### config.mk
export PLATFORM = sky130hd
export DESIGN_NAME = stitch_wr_arbiter
export DESIGN_NICKNAME = d
export VERILOG_FILES = /design/src/rtl/stitch_axi_pkg.sv /design/src/rtl/rr_arbiter.sv /design/src/rtl/stitch_wr_arbiter.sv
export SDC_FILE = /design/constraint.sdc
export NUM_CORES = 1
export LEC_CHECK = 0
export ABC_AREA = 1
export CAP_MARGIN = 20
export CELL_PAD_IN_SITES_DETAIL_PLACEMENT = 1
export CELL_PAD_IN_SITES_GLOBAL_PLACEMENT = 1
export CORE_AREA = 5 5 268 270
export CTS_CLUSTER_DIAMETER = 60
export DETAILED_ROUTE_END_ITERATION = 10
export DIE_AREA = 0 0 273 275
export PLACE_DENSITY_LB_ADDON = 0.25
export REMOVE_ABC_BUFFERS = 1
export SLEW_MARGIN = 25
export SYNTH_ARGS = -nofsm -noshare
export SYNTH_HDL_FRONTEND = slang
export SYNTH_SLANG_ARGS = --single-unit
### constraint.sdc
create_clock -name M_AXI_ACLK -period 3 [get_ports M_AXI_ACLK]
set_clock_uncertainty 0.05 [all_clocks]
set_input_delay 0.3 -clock M_AXI_ACLK [delete_from_list [all_inputs] [get_ports M_AXI_ACLK]]
set_output_delay 0.3 -clock M_AXI_ACLK [all_outputs]
set_load 0.05 [all_outputs]
### src/rtl/stitch_axi_pkg.sv
// Shared FSM state type and AXI4 encodings for the stitch write path.
// No logic; types and constants only.
// Not applicable: holds no flow control.
package stitch_axi_pkg;

    typedef enum logic [1:0] {
        ST_IDLE,
        ST_AW,
        ST_W,
        ST_B
    } wr_state_t;

    localparam logic [1:0] BURST_INCR = 2'b01;
    localparam logic [1:0] RESP_OKAY  = 2'b00;

    function automatic int idx_width(input int n);
        return (n > 1) ? $clog2(n) : 1;
    endfunction

endpackage

### src/rtl/rr_arbiter.sv
// Round-robin pick of the first requester after last_idx, wrapping N-1 to 0.
// Latency: combinational.
// Backpressure: none; the caller decides when a grant is consumed.
module rr_arbiter
    import stitch_axi_pkg::*;
#(
    parameter int N  = 3,
    parameter int IW = idx_width(N)
) (
    input  logic [N-1:0]  req,
    input  logic [IW-1:0] last_idx,
    output logic [N-1:0]  grant,
    output logic [IW-1:0] grant_idx,
    output logic          grant_vld
);

    always_comb begin
        logic [IW-1:0] k_idx;
        grant     = '0;
        grant_idx = '0;
        grant_vld = 1'b0;
        k_idx     = '0;
        // Scan offsets 1..N so last_idx itself is considered last.
        for (int off = 1; off <= N; off++) begin
            k_idx = IW'((int'(last_idx) + off) % N);
            if (!grant_vld && req[k_idx]) begin
                grant_vld    = 1'b1;
                grant_idx    = k_idx;
                grant[k_idx] = 1'b1;
            end
        end
    end

endmodule

### src/rtl/stitch_wr_arbiter.sv
// Arbitrates camera FIFO channels onto one AXI4 write master, one burst at a time.
// Latency: AWVALID one cycle after a request is seen in IDLE; ch_done one cycle after B.
// Backpressure: AW/W/B hold until handshake; FIFO pops only on accepted W beats.
module stitch_wr_arbiter
    import stitch_axi_pkg::*;
#(
    parameter int          CH_NUM                     = 3,
    parameter logic [31:0] C_M_TARGET_SLAVE_BASE_ADDR = 32'h10000000,
    parameter int          C_M_AXI_BURST_LEN          = 16,
    parameter int          C_M_AXI_ADDR_WIDTH         = 32,
    parameter int          C_M_AXI_DATA_WIDTH         = 128
) (
    input  logic                                 M_AXI_ACLK,
    input  logic                                 M_AXI_ARESETN,

    input  logic [CH_NUM-1:0]                    ch_req,
    input  logic [CH_NUM*C_M_AXI_ADDR_WIDTH-1:0] ch_addr,
    input  logic [CH_NUM*C_M_AXI_DATA_WIDTH-1:0] ch_rd_data,
    output logic [CH_NUM-1:0]                    ch_rd_en,
    output logic [CH_NUM-1:0]                    ch_done,
    output logic                                 ch_err,

    output logic [0:0]                           M_AXI_AWID,
    output logic [C_M_AXI_ADDR_WIDTH-1:0]        M_AXI_AWADDR,
    output logic [7:0]                           M_AXI_AWLEN,
    output logic [2:0]                           M_AXI_AWSIZE,
    output logic [1:0]                           M_AXI_AWBURST,
    output logic                                 M_AXI_AWVALID,
    input  logic                                 M_AXI_AWREADY,

    output logic [C_M_AXI_DATA_WIDTH-1:0]        M_AXI_WDATA,
    output logic [C_M_AXI_DATA_WIDTH/8-1:0]      M_AXI_WSTRB,
    output logic                                 M_AXI_WLAST,
    output logic                                 M_AXI_WVALID,
    input  logic                                 M_AXI_WREADY,

    input  logic [1:0]                           M_AXI_BRESP,
    input  logic                                 M_AXI_BVALID,
    output logic                                 M_AXI_BREADY
);

    localparam int ADDR_W = C_M_AXI_ADDR_WIDTH;
    localparam int DATA_W = C_M_AXI_DATA_WIDTH;
    localparam int IW     = idx_width(CH_NUM);
    localparam int CW     = $clog2(C_M_AXI_BURST_LEN) + 1;
    localparam logic [CW-1:0] LAST_BEAT = CW'(C_M_AXI_BURST_LEN - 1);

    wr_state_t           state;
    logic [IW-1:0]       last_idx;
    logic [IW-1:0]       grant_idx;
    logic [CH_NUM-1:0]   grant_oh;
    logic [CW-1:0]       beat_cnt;
    logic [ADDR_W-1:0]   aw_addr;
    logic                aw_vld;
    logic                w_vld;
    logic                b_rdy;

    logic [CH_NUM-1:0]   arb_grant;
    logic [IW-1:0]       arb_idx;
    logic                arb_vld;
    logic                w_hs;
    logic                w_last;

    rr_arbiter #(
        .N  (CH_NUM),
        .IW (IW)
    ) u_rr_arbiter (
        .req       (ch_req),
        .last_idx  (last_idx),
        .grant     (arb_grant),
        .grant_idx (arb_idx),
        .grant_vld (arb_vld)
    );

    assign w_hs   = w_vld && M_AXI_WREADY;
    assign w_last = w_vld && (beat_cnt == LAST_BEAT);

    always_ff @(posedge M_AXI_ACLK or negedge M_AXI_ARESETN) begin
        if (!M_AXI_ARESETN) begin
            state     <= ST_IDLE;
            last_idx  <= IW'(CH_NUM - 1);
            grant_idx <= '0;
            grant_oh  <= '0;
            beat_cnt  <= '0;
            aw_addr   <= '0;
            aw_vld    <= 1'b0;
            w_vld     <= 1'b0;
            b_rdy     <= 1'b0;
            ch_done   <= '0;
            ch_err    <= 1'b0;
        end else begin
            ch_done <= '0;
            ch_err  <= 1'b0;
            case (state)
                ST_IDLE: begin
                    if (arb_vld) begin
                        grant_idx <= arb_idx;
                        grant_oh  <= arb_grant;
                        aw_addr   <= ADDR_W'(C_M_TARGET_SLAVE_BASE_ADDR)
                                     + ch_addr[arb_idx*ADDR_W +: ADDR_W];
                        aw_vld    <= 1'b1;
                        state     <= ST_AW;
                    end
                end
                ST_AW: begin
                    if (M_AXI_AWREADY) begin
                        aw_vld   <= 1'b0;
                        w_vld    <= 1'b1;
                        beat_cnt <= '0;
                        state    <= ST_W;
                    end
                end
                ST_W: begin
                    if (w_hs) begin
                        beat_cnt <= beat_cnt + 1'b1;
                        if (beat_cnt == LAST_BEAT) begin
                            w_vld <= 1'b0;
                            b_rdy <= 1'b1;
                            state <= ST_B;
                        end
                    end
                end
                ST_B: begin
                    if (M_AXI_BVALID) begin
                        b_rdy    <= 1'b0;
                        ch_done  <= grant_oh;
                        ch_err   <= (M_AXI_BRESP != RESP_OKAY);
                        last_idx <= grant_idx;
                        state    <= ST_IDLE;
                    end
                end
                default: state <= ST_IDLE;
            endcase
        end
    end

    // FWFT FIFOs present the head word directly, so data and pop are combinational.
    assign ch_rd_en      = w_hs ? grant_oh : '0;
    assign M_AXI_WDATA   = w_vld ? ch_rd_data[grant_idx*DATA_W +: DATA_W] : '0;
    assign M_AXI_WSTRB   = '1;
    assign M_AXI_WLAST   = w_last;
    assign M_AXI_WVALID  = w_vld;

    assign M_AXI_AWID    = '0;
    assign M_AXI_AWADDR  = aw_addr;
    assign M_AXI_AWLEN   = 8'(C_M_AXI_BURST_LEN - 1);
    assign M_AXI_AWSIZE  = 3'($clog2(DATA_W / 8));
    assign M_AXI_AWBURST = BURST_INCR;
    assign M_AXI_AWVALID = aw_vld;

    assign M_AXI_BREADY  = b_rdy;

endmodule

# Word level (Yosys, flattened, before mapping)
# Cells that the tools add are included.
[totals] n_memories=0 register_bits=53 ram_bits=0 in_bits=490 latchBits=0 out_inout_bits=201 word_cells=106 mem_bits_ro=0
[op_classes] n_mux=47 eq_ne=9 reduce_logical=21 n_addsub=5 bitwise=2 div_mod_pow=3 magnitude_cmp=6 shifts=2 multipliers=0
[op_table] cell="$shiftx 384x10->128" n=1
[op_table] cell="$mux 128" n=1
[op_table] cell="$mod 32x3->32 const B" n=3
[op_table] cell="$shiftx 96x8->32" n=1
[op_table] cell="$add 29x32->32 const A" n=1
[op_table] cell="$mux 1" n=19
[op_table] cell="$mux 3" n=6
[op_table] cell="$mux 2" n=8
[op_table] cell="$mux 5" n=2
[op_table] cell="$ne 2x2->1 const B" n=5
[op_table] cell="$pmux 5 s2" n=1
[op_table] cell="$lt 2x3->1 const B" n=3
[op_table] cell="$pmux 2 s4" n=1
[op_table] cell="$reduce_and 4->1" n=2
[op_table] cell="$reduce_bool 2->1" n=4
[op_table] cell="$logic_and 1x1->1" n=7
[op_table] cell="$add 2x2->3 const B" n=2
[op_table] cell="$bmux 1 s2" n=3
[op_table] cell="$demux 1 s2" n=3
[op_table] cell="$ge 2x1->1 const B" n=3
[op_table] cell="$or 3x3->3" n=2
[op_table] cell="$pmux 1 s2" n=3
[op_table] cell="$reduce_and 3->1" n=2
[op_table] cell="$add 5x1->5 const B" n=1
[op_table] cell="other kinds (8)" n=11

# Depth between registers and ports, before layout
[logic_depth] word_depth=13 ltp_mapped=19 ltp_nobuf=18

# Cells and area by module
# Synthesis repeated with hierarchy kept, for this count alone.
[hier_totals] hier_cells=1182 area_unflattened_um2=6447.4
[by_module_without_submodules] mod="stitch_wr_arbiter" area_each_um2=6118.4 cells_per_inst=1118 n_inst=1 seq_area_each_um2=1327.5
[by_module_without_submodules] mod="rr_arbiter" area_each_um2=329.1 cells_per_inst=64 n_inst=1 seq_area_each_um2=0.0

# Worst setup path before layout
# No wires, ideal clock.
[synth_timing] kind="register -> output" from="reg w_vld (netlist: M_AXI_WVALID)" to="out M_AXI_WDATA[107]" n_path_buf=2 t_required_ps=2650 slack_ps=691 arrival_ps=1959 stages_incl_launch_ff=5 cell_sequence="dfrtp_1 inv_1 clkbuf_1 clkbuf_1 a21oi_1"
[synth_between] elab_chain_cells=1
[synth_rtl] element="from (decl)" line="stitch_wr_arbiter.sv:55" text="logic w_vld;"
[synth_rtl] element="from (signal assigned)" line="stitch_wr_arbiter.sv:87" text="w_vld <= 1'b0;"
[synth_rtl] element="from (signal assigned)" line="stitch_wr_arbiter.sv:108" text="w_vld <= 1'b1;"
[synth_rtl] element="from (signal assigned)" line="stitch_wr_arbiter.sv:117" text="w_vld <= 1'b0;"
[synth_rtl] element="$mux 128" line="stitch_wr_arbiter.sv:139" text="assign M_AXI_WDATA = w_vld ? ch_rd_data[grant_idx*DATA_W +: DATA_W] : '0;"
[synth_rtl] element="to (decl)" line="stitch_wr_arbiter.sv:31" text="output logic [C_M_AXI_DATA_WIDTH-1:0] M_AXI_WDATA,"
# Every way passes these cells.

# Worst setup path in the final report
[layout_timing] from="reg grant_idx[1]" to="out M_AXI_WDATA[14]"
[layout_between] elab_chain_cells=2
[layout_rtl] element="from (decl)" line="stitch_wr_arbiter.sv:50" text="logic [IW-1:0] grant_idx;"
[layout_rtl] element="from (signal assigned)" line="stitch_wr_arbiter.sv:97" text="grant_idx <= arb_idx;"
[layout_rtl] element="$shiftx 384x10->128" line="stitch_wr_arbiter.sv:139"
[layout_rtl] element="$mux 128" line="stitch_wr_arbiter.sv:139"
# Every way passes these cells.

==> impl_metrics.py <==
metrics = {
    "yosys": {
        "yosys.area.top_type_share_pct": 19.2,
        "async_reset_ff_share_pct": 100,
        "synth_area_leaders": "dfrtp_1 (19%), nor2_1 (17%), a21oi_1 (12%), o21ai_0 (12%), nand2_1 (10%)",
        "seq_area_frac_synth_pct": 19.5,
        "ys.flop_type": "dfrtp_1",
        "synth_common_cells": "nor2_1 (306), nand2_1 (182), a21oi_1 (168), o21ai_0 (163), clkbuf_1 (66)",
        "synth.ff_latch_count": 53,
        "avgSynthCellArea_sq_um": 5.85,
        "synth-edff-count": 0,
        "synth_cell_types": 43,
        "yosys.area.top_type": "dfrtp_1",
        "synthesis.area_sq_um": 6790,
        "yosys.cell_count.top_type": "nor2_1",
        "netlist_instances": 1160,
        "ys_warn_count": 0,
    },
    "worst_hold_path": {
        "hold_class": "input pin to async pin",
    },
    "floorplan": {
        "core_sq_um": 69300,
        "core.rowCount": 97,
        "die_h_um": 275,
        "start_util_pct": 9.80,
        "fp.dieW_um": 273,
        "die-area_sq_um": 75100,
        "io_pins": 691,
    },
    "sta": {
        "tightest_slew_ps": 712,
        "slew_headroom_pct": 52.4,
        "fin_crit_sh_pct": 90.0,
        "rsz0062_at_grt": "false",
        "finalHoldViolCount": 10,
        "min_period_ps": 2700,
        "maxSlewViolCount": 0,
        "fmax_mhz": 370,
        "setup_violations": 0,
        "postLayoutSetupSlackWorst_ps": 299,
        "hold_slack_ps": -8.04,
        "tns_ps": 0,
    },
    "route": {
        "wl_per_cell_um": 22.6,
        "first_pass_iters": 4,
        "drtAntennaViolNets": 0,
        "drcViolationCount": 0,
        "vias": 10300,
        "viasPerCell": 3.79,
        "wl_mm": 61.5,
        "drt-initial-drc-count": 372,
    },
    "clock_tree": {
        "cts_tree": "done",
        "clk_pin_slew_worst_paths_ps": 80,
        "cts-root-buf": "clkbuf_16",
        "cts_setup_buffers": 0,
        "cts_buffers": 5,
        "insertion_delay_ps": 300,
        "clockBufferDepth": 2,
        "clkSinkCount": 53,
        "cts_max_level": 2,
    },
    "global_route": {
        "grt.total_usage_pct": 15.4,
        "grt_pass1_wl_mm": 85.1,
        "grt_max_degree": 90,
        "grt_overflow": 0,
        "antenna_found_initial": 35,
        "grt_pass1_vias": 11300,
    },
    "run_status": {
        "violations": "negative hold slack",
        "status": "finished with violations",
    },
    "finish": {
        "seq_area_sq_um": 1340,
        "fin_cells": 2716,
        "fin_util_pct": 22.8,
        "drive_above_1_share_pct": 13.6,
        "areaGrowthSynthToFinish_pct": 132,
        "nFillCells": 8317,
        "multi_input_area_sq_um": 4770,
        "finalNetCount": 2264,
    },
    "setup_path": {
        "crit_arrival_ps": 2350,
        "crit_path_end_kind": "output port",
        "path_max_fanout": 30,
        "cp.required_ps": 2650,
        "worstSetupStartpointType": "register",
        "reg2reg_depth": 15,
        "path_class": "register to output port",
    },
    "pwr": {
        "swShare_pct": 56.5,
        "power.switching_mw": 9.97,
        "p_leak_nw": 6.12,
        "pwr-share-comb_pct": 89.6,
        "intPower_mw": 7.69,
        "p_seq_share_pct": 7.1,
        "ir_drop_v": 0.000514,
        "power.density_nw_per_um2": 1120,
        "pwr-share-clk_pct": 3.4,
    },
    "place": {
        "dpl.hpwl_mm": 51.8,
        "portBuffers": 660,
        "finalWeightedCongestion": 0.880,
        "post-place-ws_ps": 189,
        "dp_cells": 2695,
    },
    "flow_run": {
        "timing.max_cap.violations": 0,
    },
}
==> metal layers <==
metal  up-vias  part of all wire [%]  GRT usage [%]
li1       4969                     -              -
met1      4822                    36           16.7
met2       433                    52           29.0
met3        69                   9.7           5.84
met4        14                   1.8           2.59
met5         -                  0.14              0
==> flip-flops by register name, summed over array words and instances (netlist names) <==
| signal | count |
|---|---|
| beat_cnt | 5 |
| ch_err | 1 |
| state | 2 |
| grant_oh | 3 |
| last_idx | 2 |
| M_AXI_WVALID | 1 |
| M_AXI_BREADY | 1 |
| grant_idx | 2 |
| M_AXI_AWADDR | 32 |
| ch_done | 3 |
| M_AXI_AWVALID | 1 |
==> area by class of cell <==
cell class | instances | area share [%]
Timing Repair Buffer | 687 | 51.8
Tap cell | 940 | 7.45
Inverter | 38 | 0.975
Multi-Input combinational cell | 977 | 30.2
Clock inverter | 2 | 0.0634
Clock buffer | 6 | 0.817
Antenna cell | 13 | 0.206
Sequential cell | 53 | 8.46
==> through the flow <==
step / area, sq um / power (mW)
after floorplan: 6240 / 9.56
after global placement: 15600 / 17.2
after detailed placement: 15600 / 17.3
after CTS: 15700 / 18.0
after global routing: 15800 / 18.8
final: 15800 / 17.7
==> worst paths after layout <==
path	startpoint	to	slack, ps
worst max register to register	last_idx[0]	M_AXI_AWADDR[15]	330
worst min register to register	M_AXI_AWADDR[28]	M_AXI_AWADDR[28]	440
worst min-delay path	M_AXI_ARESETN	M_AXI_AWADDR[25]	-8
worst max-delay path	grant_idx[1]	M_AXI_WDATA[14]	300
min in group M_AXI_ACLK	M_AXI_AWADDR[28]	M_AXI_AWADDR[28]	440
max in group asynchronous	M_AXI_ARESETN	last_idx[1]	2180
==> layout by cell type, fill, tap and decap left out, drive strengths merged <==
cell type      instances
a21boi                 1
a21oi                188
a2bb2oi                1
a31oi                  1
and3                   1
buf                  157
clkbuf                 6
clkdlybuf4s50        530
clkinv                 3
conb                  30
dfrtp                 52
dfstp                  1
diode                 13
ha                    12
inv                   37
mux2i                  1
nand2                194
nand3                 25
nand3b                 1
nand4                  2
nor2                 308
nor3                   1
o21ai                181
o21bai                27
o22ai                  2
xor2                   1
==> power groups by stage <==
stage | combinational [mW] | clock (mW) | sequential, mW
2_1_floorplan | 7.34 | 0 | 2.22
6_report | 15.8 | 0.595 | 1.25
4_1_cts | 16.1 | 0.639 | 1.26
3_5_place_dp | 16.0 | 0 | 1.27
3_3_place_gp | 15.9 | 0 | 1.26
5_1_grt | 16.8 | 0.652 | 1.29
==> critical path: stages (launching register included) <==
cell,delay [ps]
dfrtp_4,520
inv_1,110
nor2_4,360
buf_4,430
nand2_1,170
a21oi_1,270
buf_12,180
==> repair_timing <==
item                                    in CTS  in global routing
endpoints found under the setup margin       0                  2
resized for setup                            0                  2
hold buffers                                 0                  0
endpoints found under the hold margin        0                  0
==> cell families (layout without fill, tap and decap cells) <==
logic type / count (synthesis) / after routing / share of synthesized area (%)
simple gates: 532 / 532 / 31.8
compound gates: 401 / 401 / 34.2
mux: 1 / 1 / 0.147
buf+inv: 158 / 733 / 11.9
fa+ha+maj: 12 / 12 / 2.21
flops: 53 / 53 / 19.5
other cells: 2 / 43 / 0.111
xor+xnor: 1 / 1 / 0.129
No activity file was read; power rests on OpenSTA's default activity.
